File: config.mk
export PLATFORM = sky130hd
export DESIGN_NAME = acq_sequencer
export DESIGN_NICKNAME = d
export VERILOG_FILES = /design/src/rtl/acq_seq_pkg.sv /design/src/rtl/quiet_timer.sv /design/src/rtl/acq_sequencer.sv
export SDC_FILE = /design/constraint.sdc
export NUM_CORES = 1
export LEC_CHECK = 0
export BUFFER_PORTS_ARGS = -buffer_cell sky130_fd_sc_hd__buf_2
export CORE_UTILIZATION = 57
export DETAILED_ROUTE_END_ITERATION = 16
export PLACE_DENSITY = 0.8
export SKIP_CTS_REPAIR_TIMING = 1
export SYNTH_ARGS = -nofsm -noshare
export SYNTH_HDL_FRONTEND = slang
export SYNTH_SLANG_ARGS = --single-unit
export TNS_END_PERCENT = 30
File: constraint.sdc
create_clock -name clk -period 3.57 [get_ports clk]
set_clock_uncertainty 0.15 [all_clocks]
set_input_delay 0.357 -clock clk [delete_from_list [all_inputs] [get_ports clk]]
set_output_delay 0.357 -clock clk [all_outputs]
set_load 0.02 [all_outputs]
File: src/rtl/acq_seq_pkg.sv
// ============================================================================
// Module   : acq_seq_pkg
// Brief    : Shared state encoding and default widths for the acquisition
//            sequencer.
// Revision : 1.0 - initial release
// ============================================================================
`default_nettype none

package acq_seq_pkg;

   localparam int DEF_ADDR_W = 10;
   localparam int DEF_DATA_W = 16;
   localparam int DEF_CNT_W  = 24;

   typedef enum logic [2:0] {
      S_IDLE    = 3'd0,
      S_CLEAR   = 3'd1,
      S_ACQ     = 3'd2,
      S_DRAIN   = 3'd3,
      S_READOUT = 3'd4,
      S_DONE    = 3'd5
   } state_e;

endpackage

`default_nettype wire

File: src/rtl/quiet_timer.sv
// ============================================================================
// Module   : quiet_timer
// Brief    : Counts consecutive fifo_empty cycles; flags the pipeline drained.
// Revision : 1.0 - initial release
// ============================================================================
`default_nettype none

module quiet_timer #(
   parameter int DRAIN_CYCLES = 8
) (
   input  logic clk,
   input  logic rst,
   input  logic clear,
   input  logic fifo_empty,
   output logic drained
);

   localparam int              CNT_W = $clog2(DRAIN_CYCLES + 1);
   localparam logic [CNT_W-1:0] LAST  = CNT_W'(DRAIN_CYCLES - 1);

   logic [CNT_W-1:0] cnt_q, cnt_d;

   // drained fires combinationally on the final quiet cycle so the caller's
   // registered transition lands exactly DRAIN_CYCLES edges after entry.
   always_comb begin
      cnt_d   = cnt_q;
      drained = 1'b0;
      if (clear || !fifo_empty) begin
         cnt_d = '0;
      end else if (cnt_q == LAST) begin
         drained = 1'b1;
      end else begin
         cnt_d = cnt_q + CNT_W'(1);
      end
   end

   always_ff @(posedge clk) begin
      if (rst) cnt_q <= '0;
      else     cnt_q <= cnt_d;
   end

endmodule

`default_nettype wire

File: src/rtl/acq_sequencer.sv
// ============================================================================
// Module   : acq_sequencer
// Brief    : Run controller: clear histogram RAM, acquire, drain, UART dump.
// Revision : 1.0 - initial release
// ============================================================================
`default_nettype none

module acq_sequencer
   import acq_seq_pkg::*;
#(
   parameter int ADDR_W       = DEF_ADDR_W,
   parameter int DATA_W       = DEF_DATA_W,
   parameter int CNT_W        = DEF_CNT_W,
   parameter int DRAIN_CYCLES = 8
) (
   input  logic              clk,
   input  logic              rst,
   input  logic              start,
   input  logic              abort,
   input  logic [CNT_W-1:0]  n_samples,
   input  logic              sample_valid,
   input  logic              fifo_empty,
   input  logic              fifo_full,
   input  logic              uart_done,
   output logic              spi_stop,
   output logic              ram_sel,
   output logic              clr_wen,
   output logic [ADDR_W-1:0] clr_addr,
   output logic [DATA_W-1:0] clr_data,
   output logic              uart_start,
   output logic              busy,
   output logic              overflow,
   output logic [2:0]        state
);

   state_e            state_q, state_d;
   logic              start_q;
   logic [CNT_W-1:0]  n_lat_q, n_lat_d;
   logic [CNT_W-1:0]  sample_cnt_q, sample_cnt_d;
   logic              spi_stop_q, spi_stop_d;
   logic              ram_sel_q, ram_sel_d;
   logic              clr_wen_q, clr_wen_d;
   logic [ADDR_W-1:0] clr_addr_q, clr_addr_d;
   logic              uart_start_q, uart_start_d;
   logic              busy_q, busy_d;
   logic              overflow_q, overflow_d;

   logic              start_rise;
   logic              drained;
   logic [CNT_W-1:0]  cnt_inc;

   assign start_rise = start & ~start_q;
   assign cnt_inc    = (sample_cnt_q == '1) ? sample_cnt_q : sample_cnt_q + CNT_W'(1);

   quiet_timer #(.DRAIN_CYCLES(DRAIN_CYCLES)) u_quiet_timer (
      .clk        (clk),
      .rst        (rst),
      .clear      (state_q != S_DRAIN),
      .fifo_empty (fifo_empty),
      .drained    (drained)
   );

   always_comb begin
      state_d      = state_q;
      n_lat_d      = n_lat_q;
      sample_cnt_d = sample_cnt_q;
      ram_sel_d    = 1'b0;
      clr_wen_d    = 1'b0;
      clr_addr_d   = clr_addr_q;
      uart_start_d = 1'b0;
      overflow_d   = overflow_q;

      case (state_q)
         S_IDLE: begin
            if (start_rise) begin
               state_d      = S_CLEAR;
               n_lat_d      = n_samples;
               sample_cnt_d = '0;
               overflow_d   = 1'b0;
               clr_addr_d   = '0;
               clr_wen_d    = 1'b1;
               ram_sel_d    = 1'b1;
            end
         end
         S_CLEAR: begin
            if (abort) begin
               state_d    = S_IDLE;
               clr_addr_d = '0;
            end else if (clr_addr_q == '1) begin
               clr_addr_d = '0;
               state_d    = (n_lat_q == '0) ? S_DRAIN : S_ACQ;
            end else begin
               clr_addr_d = clr_addr_q + ADDR_W'(1);
               clr_wen_d  = 1'b1;
               ram_sel_d  = 1'b1;
            end
         end
         S_ACQ: begin
            if (abort) begin
               state_d = S_DRAIN;
            end else if (sample_valid) begin
               sample_cnt_d = cnt_inc;
               if (cnt_inc == n_lat_q) state_d = S_DRAIN;
            end
         end
         S_DRAIN: begin
            if (drained) begin
               state_d      = S_READOUT;
               uart_start_d = 1'b1;
            end
         end
         S_READOUT: begin
            if (uart_done) state_d = S_DONE;
         end
         S_DONE:  state_d = S_IDLE;
         default: state_d = S_IDLE;
      endcase

      if ((state_q == S_ACQ || state_q == S_DRAIN) && fifo_full) overflow_d = 1'b1;

      spi_stop_d = (state_d != S_ACQ);
      busy_d     = (state_d != S_IDLE) && (state_d != S_DONE);
   end

   always_ff @(posedge clk) begin
      if (rst) begin
         state_q      <= S_IDLE;
         start_q      <= 1'b0;
         n_lat_q      <= '0;
         sample_cnt_q <= '0;
         spi_stop_q   <= 1'b1;
         ram_sel_q    <= 1'b0;
         clr_wen_q    <= 1'b0;
         clr_addr_q   <= '0;
         uart_start_q <= 1'b0;
         busy_q       <= 1'b0;
         overflow_q   <= 1'b0;
      end else begin
         state_q      <= state_d;
         start_q      <= start;
         n_lat_q      <= n_lat_d;
         sample_cnt_q <= sample_cnt_d;
         spi_stop_q   <= spi_stop_d;
         ram_sel_q    <= ram_sel_d;
         clr_wen_q    <= clr_wen_d;
         clr_addr_q   <= clr_addr_d;
         uart_start_q <= uart_start_d;
         busy_q       <= busy_d;
         overflow_q   <= overflow_d;
      end
   end

   assign spi_stop   = spi_stop_q;
   assign ram_sel    = ram_sel_q;
   assign clr_wen    = clr_wen_q;
   assign clr_addr   = clr_addr_q;
   assign clr_data   = '0;
   assign uart_start = uart_start_q;
   assign busy       = busy_q;
   assign overflow   = overflow_q;
   assign state      = state_q;

endmodule

`default_nettype wire

==> flow_metrics.tcl <==
set metrics [dict create \
    status "completed" \
    period_minus_slack_ps 3350 \
    p_leak_nw 1.78 \
    intPower_mw 1.23 \
    dp.cells 711 \
    synthMuxAreaShare_pct 1.90 \
    globalRouteOverflowTotal 0 \
    placed_cell_area_mm2 0.00467 \
    synth_area_leaders "dfxtp_1, nand2_1, a21oi_1, xnor2_1, nor2_1" \
    grt_use_total_pct 32.9 \
    hold_viol_final 0 \
    fin_nets 658 \
    drc_errors 0 \
    io_pins 67 \
    r2r-start "sample_cnt_q[0]" \
    wl_mm 12.3 \
    cp.required_ps 3740 \
    p_per_area_mw_per_mm2 353 \
    period_share_pct 93.7 \
    synth-main-ff-cell "dfxtp_1" \
    cts_tree "done" \
    timing.fmax_mhz 299 \
    design_area_mm2 0.00488 \
    clk_path_buf_depth 2 \
    clock-sinks 71 \
    synth_area_leader_cell "dfxtp_1" \
    grt_pass1_wl_mm 19.7 \
    initial_core_util_pct 59.4 \
    switching_share_pct 28.6 \
    p_seq_share_pct 48.8 \
    p_switching_mw 0.491 \
    ys_types 68 \
    stdcell_count 727 \
    drv_slew 0 \
    reg2reg_depth 9 \
    final_cell_mix "nand2_1, dfxtp_1, a21oi_1" \
    drt-initial-drc-count 498 \
    cts-htree-levels 3 \
    antennaDiodeCount 0 \
    synthCells 579 \
    ys_seq_area_share_pct 32.6 \
    dr_total_vias 4509 \
    path_cells "ha_1 -> nand2_2 -> or4_1 -> o311ai_1 -> xnor2_1 -> nand4_1 -> or4_4 -> o21ai_2 -> and2b_1" \
    synthArstFlopShare_pct 0 \
    via_per_inst 6.20 \
    clkTransAtPathRegs_ps 90 \
    setup_viol 0 \
    ant_nets 0 \
    die-area_mm2 0.00799 \
    clk_latency_ps 370 \
    synth_area_per_cell_um2 7.52 \
    yosysWarningCount 0 \
    cts_made_buffers 9 \
    synth.ff_latch_count 71 \
    slew_headroom_pct 35.3 \
    drive_gt1_share_pct 16.2 \
    grt_pass1_vias 3862 \
    netlist_area_mm2 0.00435 \
    die_h_um 89.4 \
    dp_hpwl_mm 8.74 \
    synth-adder-area-share_pct 0.862 \
    crit_cells 9 \
    rsz0062_at_grt "false" \
    synth-xor-area-share_pct 8.28 \
    drt_first_pass_iters 5 \
    gp_congestion 0.957 \
    portBuffers 50 \
    max_stage_delay_ps 690 \
    crit_slowest_cell "or4_1" \
    cap_violations 0 \
    grt_max_degree 33 \
    std_cell_rows 31 \
    final_common_cell "nand2_1" \
    worst-path-buf-inv 0 \
    synth_top_family_by_area "simple AND/OR/NAND/NOR gates" \
    hold_path_class "primary input to flip-flop" \
    cts_root_buf "clkbuf_8" \
    peakVddDrop_uv 305 \
    crit_type "flip-flop to flip-flop" \
    worst_setup_path_end_kind "flip-flop" \
    detail_route.wl_per_cell_um 16.9 \
    synth_compound_area_share_pct 18.1 \
    tightestPinTransition_ps 971 \
    core_area_mm2 0.00733 \
    die_x_um 89.4 \
    p_clk_share_pct 40.9 \
    cp-startpoint "sample_cnt_q[0]" \
    worstPathArrival_ps 3510 \
    synth_top_area_share_pct 32.6 \
    power_frac_comb_pct 10.3 \
    holdWs_ps 69.4 \
    power_mw 1.72 \
    synthToLayoutAreaGrowth_pct 12.0 \
    grt_antenna_before_repair 0 \
    synth_edf_count 0 \
    worst_setup_path_start_kind "flip-flop" \
    hold_depth 3 \
    synth-simple-area-share_pct 31.3 \
    path_delay_family "simple AND/OR/NAND/NOR gates" \
    worstPathMaxFanout 9 \
    worstHoldStart "n_samples[9]" \
    setup_tns_ps 0 \
]
-- through the flow --
step                      util, %  setup WS [ps]
after floorplan                 -            401
after global placement       63.7            357
after detailed placement     63.7            290
after CTS                    66.5            260
after global routing         66.5           58.5
final                        66.5            225
-- sequential cells by signal, summed over array words and instances, names as in the netlist --
signal and count:
overflow 1, n_lat_q 24, sample_cnt_q 24, uart_start 1, state 3, clr_addr 10
u_quiet_timer.cnt_q 4, busy 1, start_q 1, clr_wen 1, spi_stop 1
-- Yosys cell counts, types with 3 or more instances --
cell      count
a211oi_1      3
a21o_1        3
a21oi_1      63
a22oi_1       3
a31oi_1       4
and3_1        8
and4_1        8
buf_2         7
buf_4        17
clkbuf_1     26
dfxtp_1      71
ha_1          3
inv_1         8
mux2i_1       6
nand2_1      93
nand2b_1      8
nand3_1      18
nand3b_1      3
nand4_1      16
nor2_1       44
nor2b_1       5
nor3_1       16
nor4_1       19
o211ai_1      3
o21ai_0      28
or3_1         4
xnor2_1      21
xor2_1       15
-- area by class of cell --
cell class	instances	area, um2
timing repair buffer	70	400
tap	99	124
inverter	8	30.0
clock buffer	10	138
clock inverter	6	72.6
fill	648	2450
sequential	71	1420
multi-input combinational	463	2690
-- layer usage --
metal | routed length [um] | global-route usage (%) | part of all wire (%) | vias up
met1 | 5370 | 45.4 | 44 | 2073
met2 | 5480 | 50.5 | 45 | 264
li1 | - | - | - | 2136
met4 | 343 | 12.1 | 2.8 | 0
met5 | 0 | 0 | 0 | -
met3 | 1120 | 7.11 | 9.1 | 36
-- worst register-to-register path, cell delays in order (launching register included) --
cell and delay, ps:
dfxtp_1 460, ha_1 230, nand2_2 130, or4_1 690
o311ai_1 530, xnor2_1 180, nand4_1 90, or4_4 560
o21ai_2 140, and2b_1 130
-- path summary, 6_finish.rpt --
path / end / slack (ps)
worst max register to register: state[0] / 220
worst max-delay path: state[0] / 220
worst min register to register: u_quiet_timer.cnt_q[1] / 330
worst min-delay path: n_lat_q[9] / 70
-- logic make-up (layout without fill, tap and decap cells) --
family / Yosys count / after routing
other: 1 / 16
xor gates and xnor gates: 38 / 38
muxes: 8 / 8
AOI/OAI and AO/OA: 132 / 132
and+or+nand+nor: 266 / 266
DFF: 71 / 71
adders and majority gates: 3 / 3
buffers and inverters: 60 / 94
-- power by group through the flow --
stage	clock, mW	combinational (mW)	sequential (mW)
2_1_floorplan	0	0.134	0.851
3_3_place_gp	0	0.171	0.855
3_5_place_dp	0	0.173	0.856
4_1_cts	0.706	0.175	0.838
5_1_grt	0.741	0.196	0.842
6_report	0.704	0.177	0.839
Note: power is estimated with default switching activity, not from simulation.
